<file path="src/rtl/vga_window_engine.sv">
// vga_window_engine
//   Parametrised VGA timing generator with a rectangular window fetch from
//   an external synchronous pixel RAM. Sync, DE and frame_start are delayed
//   so that they line up with the RAM data. Active pixels outside the window
//   show BG_COLOR. Video enable is sampled only at the start of a frame.
//
// Ports
//   clk_i          pixel clock
//   rst_n_i        asynchronous active-low reset
//   en_i           video enable, sampled at h_cnt=0 / v_cnt=0
//   data_i         RAM read data {R,G,B}, valid RD_LAT clocks after addr_o
//   addr_o         RAM read address (window raster order)
//   hsync_o        horizontal sync, asserted level H_POL
//   vsync_o        vertical sync, asserted level V_POL
//   de_o           data enable
//   red_o/green_o/blue_o  pixel colour
//   frame_start_o  one-cycle pulse with the first active pixel of a frame
//
// Latency: counter state at cycle t -> addr_o at t+1 -> data_i at t+1+RD_LAT
//          -> all video outputs at t+2+RD_LAT.

module vga_window_engine #(
    parameter int unsigned H_ACTIVE = 800,
    parameter int unsigned H_FP     = 56,
    parameter int unsigned H_SYNC   = 120,
    parameter int unsigned H_BP     = 64,
    parameter int unsigned V_ACTIVE = 600,
    parameter int unsigned V_FP     = 37,
    parameter int unsigned V_SYNC   = 6,
    parameter int unsigned V_BP     = 23,
    parameter int unsigned H_POL    = 1,
    parameter int unsigned V_POL    = 1,
    parameter int unsigned WIN_X    = 65,
    parameter int unsigned WIN_Y    = 100,
    parameter int unsigned WIN_W    = 128,
    parameter int unsigned WIN_H    = 128,
    parameter int unsigned ADDR_W   = 14,
    parameter int unsigned RD_LAT   = 1,
    parameter logic [23:0] BG_COLOR = 24'h000000
) (
    input  logic              clk_i,
    input  logic              rst_n_i,
    input  logic              en_i,
    input  logic [23:0]       data_i,
    output logic [ADDR_W-1:0] addr_o,
    output logic              hsync_o,
    output logic              vsync_o,
    output logic              de_o,
    output logic [7:0]        red_o,
    output logic [7:0]        green_o,
    output logic [7:0]        blue_o,
    output logic              frame_start_o
);

    localparam int unsigned H_TOTAL = H_ACTIVE + H_FP + H_SYNC + H_BP;
    localparam int unsigned V_TOTAL = V_ACTIVE + V_FP + V_SYNC + V_BP;
    localparam int unsigned HW      = $clog2(H_TOTAL);
    localparam int unsigned VW      = $clog2(V_TOTAL);
    localparam int unsigned HS_BEG  = H_ACTIVE + H_FP;
    localparam int unsigned HS_END  = HS_BEG + H_SYNC;
    localparam int unsigned VS_BEG  = V_ACTIVE + V_FP;
    localparam int unsigned VS_END  = VS_BEG + V_SYNC;
    localparam int unsigned PD      = RD_LAT + 1;   // stages ahead of the output register
    localparam logic        HP      = (H_POL != 0);
    localparam logic        VP      = (V_POL != 0);

    // pipeline word: {frame_start, in_win, de, vsync, hsync}
    localparam logic [4:0]  PIPE_RST = {1'b0, 1'b0, 1'b0, ~VP, ~HP};

    if (WIN_X + WIN_W > H_ACTIVE) begin : g_err_win_x
        $error("vga_window_engine: window exceeds H_ACTIVE");
    end
    if (WIN_Y + WIN_H > V_ACTIVE) begin : g_err_win_y
        $error("vga_window_engine: window exceeds V_ACTIVE");
    end
    if (64'(WIN_W) * 64'(WIN_H) > (64'd1 << ADDR_W)) begin : g_err_addr
        $error("vga_window_engine: window does not fit ADDR_W");
    end
    if (RD_LAT < 1 || RD_LAT > 4) begin : g_err_lat
        $error("vga_window_engine: RD_LAT must be 1..4");
    end

    logic [HW-1:0]     h_cnt_q, h_cnt_d;
    logic [VW-1:0]     v_cnt_q, v_cnt_d;
    logic [31:0]       h_ext, v_ext;
    logic              h_last, v_last, frame_top;
    logic              en_frame_q, en_frame_d, en_eff;
    logic              raw_hs, raw_vs, raw_de, raw_win, raw_fs;
    logic [ADDR_W-1:0] addr_q, addr_d, next_q, next_d, base;
    logic [4:0]        pipe_q [PD];
    logic [4:0]        tail;
    logic              hsync_q, vsync_q, de_q, fs_q;
    logic [23:0]       rgb_q, rgb_d;

    assign h_ext     = 32'(h_cnt_q);
    assign v_ext     = 32'(v_cnt_q);
    assign h_last    = (h_ext == H_TOTAL - 1);
    assign v_last    = (v_ext == V_TOTAL - 1);
    assign frame_top = (h_cnt_q == '0) && (v_cnt_q == '0);

    always_comb begin
        h_cnt_d = h_last ? '0 : h_cnt_q + HW'(1);
        v_cnt_d = v_cnt_q;
        if (h_last) begin
            v_cnt_d = v_last ? '0 : v_cnt_q + VW'(1);
        end
    end

    // The first pixel of a frame already uses the freshly sampled enable.
    assign en_eff     = frame_top ? en_i : en_frame_q;
    assign en_frame_d = en_eff;

    assign raw_hs  = (h_ext >= HS_BEG && h_ext < HS_END) ? HP : ~HP;
    assign raw_vs  = (v_ext >= VS_BEG && v_ext < VS_END) ? VP : ~VP;
    assign raw_de  = (h_ext < H_ACTIVE) && (v_ext < V_ACTIVE) && en_eff;
    assign raw_win = raw_de
                     && (h_ext >= WIN_X) && (h_ext < WIN_X + WIN_W)
                     && (v_ext >= WIN_Y) && (v_ext < WIN_Y + WIN_H);
    assign raw_fs  = frame_top && en_eff;

    // next_q holds the address the next window pixel will use; addr_q is the
    // address of the most recent window pixel (the one the RAM is reading).
    always_comb begin
        base   = frame_top ? '0 : next_q;
        addr_d = frame_top ? '0 : addr_q;
        next_d = base;
        if (raw_win) begin
            addr_d = base;
            next_d = base + ADDR_W'(1);
        end
    end

    always_ff @(posedge clk_i or negedge rst_n_i) begin
        if (!rst_n_i) begin
            h_cnt_q    <= '0;
            v_cnt_q    <= '0;
            en_frame_q <= 1'b0;
            addr_q     <= '0;
            next_q     <= '0;
        end else begin
            h_cnt_q    <= h_cnt_d;
            v_cnt_q    <= v_cnt_d;
            en_frame_q <= en_frame_d;
            addr_q     <= addr_d;
            next_q     <= next_d;
        end
    end

    always_ff @(posedge clk_i or negedge rst_n_i) begin
        if (!rst_n_i) begin
            for (int i = 0; i < PD; i++) begin
                pipe_q[i] <= PIPE_RST;
            end
        end else begin
            pipe_q[0] <= {raw_fs, raw_win, raw_de, raw_vs, raw_hs};
            for (int i = 1; i < PD; i++) begin
                pipe_q[i] <= pipe_q[i-1];
            end
        end
    end

    assign tail = pipe_q[PD-1];

    always_comb begin
        rgb_d = '0;
        if (tail[3]) begin
            rgb_d = data_i;
        end else if (tail[2]) begin
            rgb_d = BG_COLOR;
        end
    end

    always_ff @(posedge clk_i or negedge rst_n_i) begin
        if (!rst_n_i) begin
            hsync_q <= ~HP;
            vsync_q <= ~VP;
            de_q    <= 1'b0;
            fs_q    <= 1'b0;
            rgb_q   <= '0;
        end else begin
            hsync_q <= tail[0];
            vsync_q <= tail[1];
            de_q    <= tail[2];
            fs_q    <= tail[4];
            rgb_q   <= rgb_d;
        end
    end

    assign addr_o        = addr_q;
    assign hsync_o       = hsync_q;
    assign vsync_o       = vsync_q;
    assign de_o          = de_q;
    assign frame_start_o = fs_q;
    assign red_o         = rgb_q[23:16];
    assign green_o       = rgb_q[15:8];
    assign blue_o        = rgb_q[7:0];

endmodule
</file>
<file path="config.mk">
export PLATFORM = sky130hd
export DESIGN_NAME = vga_window_engine
export DESIGN_NICKNAME = d
export VERILOG_FILES = /design/src/rtl/vga_window_engine.sv
export SDC_FILE = /design/constraint.sdc
export NUM_CORES = 1
export LEC_CHECK = 0
export ABC_AREA = 0
export BUFFER_PORTS_ARGS = -buffer_cell sky130_fd_sc_hd__buf_4
export CAP_MARGIN = 20
export CORE_UTILIZATION = 40
export CTS_CLUSTER_SIZE = 40
export DETAILED_ROUTE_END_ITERATION = 16
export GPL_TIMING_DRIVEN = 0
export RECOVER_POWER = 50
export REMOVE_ABC_BUFFERS = 1
export SYNTH_ARGS = -nofsm -noshare
export SYNTH_HDL_FRONTEND = slang
export SYNTH_SLANG_ARGS = --single-unit
</file>
<file path="constraint.sdc">
create_clock -name clk_i -period 2.8 [get_ports clk_i]
set_clock_uncertainty 0.2 [all_clocks]
set_input_delay 0.84 -clock clk_i [delete_from_list [all_inputs] [get_ports clk_i]]
set_output_delay 0.84 -clock clk_i [all_outputs]
set_load 0.02 [all_outputs]
</file>
Yosys cells after proc, flatten, opt, wreduce, memory -nomap -nowiden
Cells that the tools add are included.
{"block": "totals", "regBits": 88, "output_inout_bits": 42, "elab_cells": 50}
{"block": "classes", "n_addsub": 3, "n_lt_le_gt_ge": 10, "n_eq_ne": 2, "muxes": 10, "n_reduce_logical": 13}
{"cell": "14-bit 2-to-1 mux", "count": 4}
{"cell": "24-bit 2-to-1 mux", "count": 1}
{"cell": "11-bit by 10-bit less-than comparator with 1-bit output, second input constant", "count": 2}
{"cell": "10-bit less-than comparator, second input constant", "count": 2}
{"cell": "14-bit by 1-bit adder with 14-bit output, second input constant", "count": 1}
{"cell": "11-bit by 1-bit adder with 11-bit output, second input constant", "count": 1}
{"cell": "11-bit == test, second input constant", "count": 1}
{"cell": "11-bit by 10-bit >= comparator with 1-bit output, second input constant", "count": 1}
{"cell": "11-bit by 7-bit >= comparator with 1-bit output, second input constant", "count": 1}
{"cell": "11-bit logical NOT", "count": 1}
{"cell": "11-bit by 8-bit less-than comparator with 1-bit output, second input constant", "count": 1}
{"cell": "11-bit 2-to-1 mux", "count": 1}
{"cell": "10-bit by 1-bit adder with 10-bit output, second input constant", "count": 1}
{"cell": "10-bit == test, second input constant", "count": 1}
{"cell": "10-bit >= comparator, second input constant", "count": 1}
{"cell": "10-bit by 7-bit >= comparator with 1-bit output, second input constant", "count": 1}
{"cell": "1-bit logical AND", "count": 10}
{"cell": "10-bit logical NOT", "count": 1}
{"cell": "10-bit by 8-bit less-than comparator with 1-bit output, second input constant", "count": 1}
{"cell": "10-bit 2-to-1 mux", "count": 1}
{"cell": "1-bit 2-to-1 mux", "count": 3}
{"cell": "2-bit nonzero test", "count": 1}

Longest topological paths before layout
Gate-level depths: netlist of the first run.
{"block": "depth", "depth_word": 9, "depth_mapped": 12}

Worst setup path before layout of the first run
OpenSTA, ideal clock, no wires.
{"block": "synth_timing", "path_type": "reg2reg", "from": "reg v_cnt_q[6]", "to": "reg next_q[10]", "setup_ps": 79, "arrival_ps": 2253, "required_time_ps": 2521, "slack_ps": 267, "path_stages_with_launch": 11, "period_less_slack_ps": 2533, "cell_sequence": "dfrtp_1 -> or4_1 -> nor3_2 -> nand3_1 -> clkbuf_1 -> and2_1 -> ha_1 -> nand2_1 -> nor3_1 -> nand3_1 -> mux2i_1"}
{"block": "synth_between", "elab_chain_len": 9}
{"element": "from (decl)", "line": "84", "source": "logic [VW-1:0] v_cnt_q, v_cnt_d;"}
{"element": "from (signal assigned)", "line": "142", "source": "v_cnt_q <= v_cnt_d;"}
{"element": "branches (longest 8 deep; another with 14-bit by 1-bit adder with 14-bit output)"}
{"element": "14-bit 2-to-1 mux *", "line": "127", "source": "if (raw_win) begin"}
{"element": "net next_d[10]", "line": "89", "source": "logic [ADDR_W-1:0] addr_q, addr_d, next_q, next_d, base;"}
{"element": "to (signal assigned)", "line": "145", "source": "next_q <= next_d;"}
{"element": "to (decl)", "line": "89"}
Mark *: on every way through the listed nets, which the timed path passes.
A chain may end at the register's enable or synchronous reset.

Final worst setup path of the first run
Ends and elaborated chain as after synthesis.

==> results of run 1 <==
what timing repair did:
| action | CTS | global route |
|---|---|---|
| pin swaps | 1 | 2 |
| setup buffers | 0 | 3 |
| gates resized for setup | 5 | 5 |
| endpoints found under the setup margin | 9 | 7 |
| gates cloned | 1 | 0 |
layout by cell type (no fill, tap or decap), drive strengths merged, types with 2 or more instances in the layout:
cell	instances
a21oi	14
a31o	2
a31oi	3
and2	28
and3	7
and4	2
buf	71
clkbuf	11
clkinvlp	3
dfrtp	88
ha	9
inv	13
mux2	4
mux2i	4
nand2	32
nand2b	6
nand3	27
nand4	5
nor2	15
nor2b	2
nor3	8
nor4	6
o211ai	6
o21ai	22
o311ai	2
o31ai	6
or3	2
or4	5
xnor2	6
xor2	8
flip-flops by register name, summed over array words and instances, names as in the netlist, 5 cells and up:
signal and count:
next_q 14, h_cnt_q 11, pipe_q 5, tail 5, rgb_q 24, v_cnt_q 10
addr_o 14
metal layers:
| metal | GRT usage, % | routed length [microns] |
|---|---|---|
| met2 | 25.73 | 3447 |
| met1 | 23.83 | 3767 |
| met3 | 3.482 | 519 |
| met4 | 8.258 | 123 |
| met5 | 0 | 0 |
path summary, 6_finish.rpt:
path | start | end | slack [ns] | cells past startpoint
setup / recovery | v_cnt_q[6] | next_q[10] | 0.15 | 9
hold / removal | pipe_q[9] | tail[4] | 0.15 | 0
setup reg to reg | v_cnt_q[6] | next_q[10] | 0.15 | 9
hold reg to reg | pipe_q[9] | tail[4] | 0.15 | 0
max in group asynchronous | rst_n_i | v_cnt_q[5] | 0.79 | 2
min in group asynchronous | rst_n_i | rgb_q[15] | 0.62 | 1
power by group through the flow:
stage / logic (W) / registers, W / clock network [W]
after floorplan: 0.00000393 / 0.00130 / 0
after detailed placement: 0.0000601 / 0.00130 / 0
final: 0.0000620 / 0.00128 / 0.000830
after global placement: 0.0000605 / 0.00130 / 0
after global routing: 0.0000713 / 0.00128 / 0.000923
after CTS: 0.0000603 / 0.00128 / 0.000867
synthesized netlist by cell type (7+ instances only):
| cell type | instances |
|---|---|
| dfrtp_1 | 88 |
| nand2_1 | 31 |
| and2_1 | 28 |
| nand3_1 | 26 |
| o21ai_0 | 19 |
| nor2_1 | 15 |
| a21oi_1 | 13 |
| inv_1 | 10 |
| ha_1 | 9 |
| xor2_1 | 8 |
| and3_1 | 7 |
| clkbuf_1 | 7 |
| nor3_1 | 7 |
layout make-up:
class                      instances  share of cell area (%)
clock inverter                     6                   1.090
sequential                        88                   46.84
timing repair buffer              72                   11.83
tap                              129                   3.429
multi-input combinational        239                   33.01
clock buffer                      10                   2.924
inverter                          11                  0.8772
logic make-up (layout without fill, tap and decap cells):
family / count (synthesis) / count (layout) / synth area share [%]
xor gates and xnor gates: 14 / 14 / 3.195
muxes: 8 / 8 / 2.315
AOI/OAI and AO/OA: 58 / 58 / 9.195
adders and majority gates: 9 / 9 / 2.935
and+or+nand+nor: 149 / 150 / 21.75
buffers and inverters: 28 / 99 / 3.228
DFF: 88 / 88 / 57.39
worst register-to-register path, delay by kind of cell, from the launching register on:
family / cells / cell delay (ns)
flops: 1 / 0.46
fa+ha+maj: 1 / 0.22
simple gates: 7 / 1.49
mux: 1 / 0.21
through the flow:
step,power (W),hold slack (ns),TNS [ns],util [%],worst slack (ns)
after CTS,0.002204,0.1561,0,50.07,0.0006555
final,0.002170,0.1531,0,50.70,0.1522
after detailed placement,0.001363,0.1347,-3.721,47.68,-0.5847
after global placement,0.001363,0.1311,-3.465,47.68,-0.5348
after floorplan,0.001306,0.1312,0,-,0.01363
after global routing,0.002273,0.1639,0,50.70,0.03501
==> reports/metrics.yaml, run 1 <==
status:
  outcome: "finished, violations left"
  violations: "capacitance limit"
routing:
  route.vias.total: 2843
  wl_microns: 7859
  ant_nets: 0
  via_per_inst: 5.123
  route.detailed.drc: 0
  post_drt_wl_per_cell_microns: 14.16
  drt-initial-drc-count: 161
  dr.pass1.iters: 5
sta:
  fin_crit_ns: 2.648
  setup_viol_count_final: 0
  hold_viol: 0
  maxSlewViolCount: 0
  timing.fmax_mhz: 377.7
  rsz0062_at_grt: "no"
  final.period_utilization_pct: 94.56
  worstMarginPinSlew_ns: 1.496
  max_slew_margin_pct: 0.2460
pwr:
  power_density_nw_per_um2: 460.9
  p_clk_share_pct: 38.3
  sw_frac_of_total_pct: 23.58
  seqPwrFrac_pct: 58.9
  switchingPower_w: 0.0005116
  leakage_nw: 2.242
  vdd_drop_max_v: 0.0002145
  power_frac_comb_pct: 2.9
  p_int_w: 0.001658
finish:
  fillers: 885
  syn_to_final_growth_pct: 22.66
  antenna_cells: 0
  stdcell_count: 555
  drive_gt1_share_pct: 25.59
  multi_input_area_sq_um: 1554
  fin_nets: 457
  final_cell_area_sq_um: 4707
  regArea_sq_um: 2205
worst_setup_path:
  worstPathArrival_ns: 2.72
  cp_cell_sequence: "or4_1 -> nor3_4 -> nand3_4 -> and2_1 -> ha_2 -> nand2_1 -> nor3_1 -> nand3_1 -> mux2i_1"
  cp_slowest_cell: "or4_1"
  cp_top_family: "simple AND/OR/NAND/NOR gates"
  cp.required_ns: 2.88
  critPathBufInv: 0
  crit_type: "reg2reg"
  crit_fanout: 6
  critPathCaptureType: "flip-flop"
  start_kind: "flip-flop"
  cpPeakStageDelay_ns: 0.58
cts:
  numCtsBuffers: 9
  cts.sinks: 88
  cts_buffer_depth: 2
  cts_tree: "built"
  cts_root_buffer: "clkbuf_8"
  worst_skew_pair.late_latency_ns: 0.36
  clkTransAtPathRegs_ns: 0.09
  h-tree-depth: 3
  hold_buffers: 0
die:
  core-area_sq_um: 9284
  io_pins: 69
  start_util_pct: 41.33
  die_y_microns: 99.95
  die_width_microns: 99.95
  rows: 35
  design.die.area_sq_um: 9989
logic_synthesis:
  synth-async-reset-ratio_pct: 100.0
  syn-cell-area_sq_um: 3837
  synth_seq_cells: 88
  ys_types: 47
  synth-edff-count: 0
  synthTopCellsByArea: "dfrtp_1 (57%), and2_1 (4.6%), nand3_1 (3.4%), nand2_1 (3.0%), ha_1 (2.9%)"
  yosysTopAreaCellShare_pct: 57.39
  syn_avg_cell_area_sq_um: 10.84
  ys.flop_type: "dfrtp_1"
  ys_seq_area_share_pct: 57.39
  netlist_instances: 354
  synth_top_area_cell: "dfrtp_1"
  yosys_warnings: 0
place:
  dpl-instance-area_sq_um: 4427
  place_inst: 534
  dpl.hpwl_microns: 5195
  place_congestion: 0.8268
  port_buffers: 68
grt:
  grt_pass1_vias: 2723
  overflow: 0
  track_usage_pct: 17.15
  antenna_found_initial: 0
  grt_pass1_wl_microns: 13400
  grt_max_degree: 89
job:
  cap_violations: 1
hold_path:
  hold_class: "reg2reg"
(Power assumes the default switching activity.)
==> inputs of run 2 (changes only) <==
Settings changed: BUFFER_PORTS_ARGS -buffer_cell sky130_fd_sc_hd__buf_4 to -buffer_cell sky130_fd_sc_hd__buf_2.
==> run 2 against run 1 <==
The run now ends clean. Die area did not move. First-iteration DRC count fell by 22%. Via count fell by 0.81%. Critical path type unchanged. Core utilization fell by 1.6 points. Largest power group unchanged. Combinational power fell by 16%. Maximum frequency fell by 0.54%. Highest routed layer unchanged.
==> reports/metrics.yaml, run 2 (synthesis gave the netlist of run 1 again) <==
status:
  outcome: "finished, final reports clean"
routing:
  ant_nets: 0  # unchanged
  route.vias.total: 2820  # -0.81%
  drt-initial-drc-count: 125  # -22%
  route.detailed.drc: 0  # unchanged
  wl_microns: 7724  # -1.7%
  dr.pass1.iters: 4  # -1
  via_per_inst: 5.081  # -0.81%
  post_drt_wl_per_cell_microns: 13.92  # -1.7%
pwr:
  p_clk_share_pct: 40.9  # +2.6 points
  p_int_w: 0.001722  # +3.9%
  sw_frac_of_total_pct: 23.50  # -0.080 points
  leakage_nw: 2.245  # +0.12%
  vdd_drop_max_v: 0.0002790  # +30%
  seqPwrFrac_pct: 56.7  # -2.2 points
  switchingPower_w: 0.0005290  # +3.4%
  power_frac_comb_pct: 2.3  # -0.6 points
  p_total_w: 0.002251  # +3.8%
  power_density_nw_per_um2: 493.8  # +7.1%
worst_setup_path:
  worstPathArrival_ns: 2.75  # +0.03 ns
  cp.required_ns: 2.89  # about the same
  critPathCaptureType: "flip-flop"
  start_kind: "flip-flop"
  crit_fanout: 6  # unchanged
  crit_type: "reg2reg"
die:
  io_pins: 69  # unchanged
  start_util_pct: 41.33  # unchanged
  rows: 35  # unchanged
  die_width_microns: 99.95  # unchanged
  core-area_sq_um: 9284  # unchanged
  die_y_microns: 99.95  # unchanged
  design.die.area_sq_um: 9989  # unchanged
cts:
  cts.sinks: 88  # unchanged
  cts_buffer_depth: 2  # unchanged
  clkTransAtPathRegs_ns: 0.10  # about the same
  cts_root_buffer: "clkbuf_8"
  h-tree-depth: 3  # unchanged
  numCtsBuffers: 9  # unchanged
  worst_skew_pair.late_latency_ns: 0.36  # about the same
  hold_buffers: 0  # unchanged
  cts_tree: "built"
place:
  port_buffers: 68  # unchanged
  place_congestion: 0.8325  # +0.69%
  place_ws_ns: -0.6130  # -0.02836 ns
  dpl.hpwl_microns: 5089  # -2.0%
hold_path:
  hold_class: "reg2reg"
finish:
  layout_commonest_cell: "dfrtp_1"
  drive_gt1_share_pct: 24.88  # -0.70 points
  fillers: 891  # +0.68%
  fin_nets: 457  # unchanged
  largest_register_ffs: 24  # unchanged
  syn_to_final_growth_pct: 18.78
  largest-register: "rgb_q"
  utilization_pct: 49.10  # -1.6 points
  antenna_cells: 0  # unchanged
  final_cell_mix: "dfrtp_1 (88), buf_2 (67), nand2_1 (31)"
sta:
  final.period_utilization_pct: 95.07  # +0.51 points
  whs_ns: 0.1536  # +0.0005040 ns
  worstMarginPinSlew_ns: 1.365  # -0.1313 ns
  setup_viol_count_final: 0  # unchanged
  hold_viol: 0  # unchanged
  max_slew_margin_pct: 9.001  # +8.8 points
  rsz0062_at_grt: "no"
  setup_ws_ns: 0.1379  # -0.01434 ns
  timing.fmax_mhz: 375.6  # -0.54%
  fin_crit_ns: 2.662  # +0.01434 ns
  maxSlewViolCount: 0  # unchanged
job:
  cap_violations: 0  # -1
grt:
  grt_pass1_wl_microns: 12860  # -4.0%
  grt_pass1_vias: 2643  # -2.9%
  overflow: 0  # unchanged
  track_usage_pct: 16.47  # -0.68 points
  grt_max_degree: 67  # -25%
  antenna_found_initial: 0  # unchanged
==> run 2: area by class of cell <==
type                       instances  area (sq um)  share of cell area [%]
clock buffer                       9         123.9                   2.718
clock inverter                     7         85.08                   1.867
inverter                          11         41.29                  0.9058
multi-input combinational        239          1555                   34.12
sequential                        88          2202                   48.31
tap                              129         161.4                   3.541
timing repair buffer              72         389.1                   8.537
==> run 2: worst max-delay path, cell delays in order, from the launching register on <==
cell	delay, ns
dfrtp_1	0.46
or4_1	0.59
nor3_4	0.25
nand3_4	0.15
and2_1	0.21
ha_1	0.25
nand2_1	0.08
nor3_1	0.08
nand3_1	0.14
mux2i_1	0.18
==> run 2: power groups by stage <==
stage          combinational [W]  clock, W  sequential [W]
5_1_grt                0.0000608  0.000996         0.00128
3_3_place_gp           0.0000497         0         0.00130
2_1_floorplan         0.00000393         0         0.00130
4_1_cts                0.0000552  0.000953         0.00128
6_report               0.0000518  0.000922         0.00128
3_5_place_dp           0.0000550         0         0.00130
==> run 2: worst paths after layout <==
check / from / to / slack [ns] / cells after the start
worst max-delay path: v_cnt_q[6] / next_q[12] / 0.14 / 9
worst min-delay path: tail[1] / vsync_o / 0.15 / 0
worst max register to register: v_cnt_q[6] / next_q[12] / 0.14 / 9
worst min register to register: tail[1] / vsync_o / 0.15 / 0
max in group asynchronous: rst_n_i / v_cnt_q[8] / 0.89 / 2
min in group asynchronous: rst_n_i / tail[3] / 0.57 / 1
==> run 2: routing by layer <==
layer	track usage, %	wire length [microns]	up-vias
met5	0	0	-
met4	5.543	94	0
met3	4.109	473	8
met2	24.77	3350	96
met1	23.27	3806	1346
li1	-	-	1370
==> run 2: metrics by stage <==
step / std cells / area (sq um) / setup TNS, ns
after floorplan: 337 / 3755 / 0
after global placement: 534 / 4257 / -10.56
after detailed placement: 535 / 4287 / -4.154
after CTS: 552 / 4528 / 0
after global routing: 555 / 4558 / 0
final: 555 / 4558 / 0
==> run 2: timing repair <==
action,CTS,global route
setup buffers,0,3
setup endpoints to repair,9,5
resized for setup,5,2
pin swaps,2,2
gates cloned,1,0
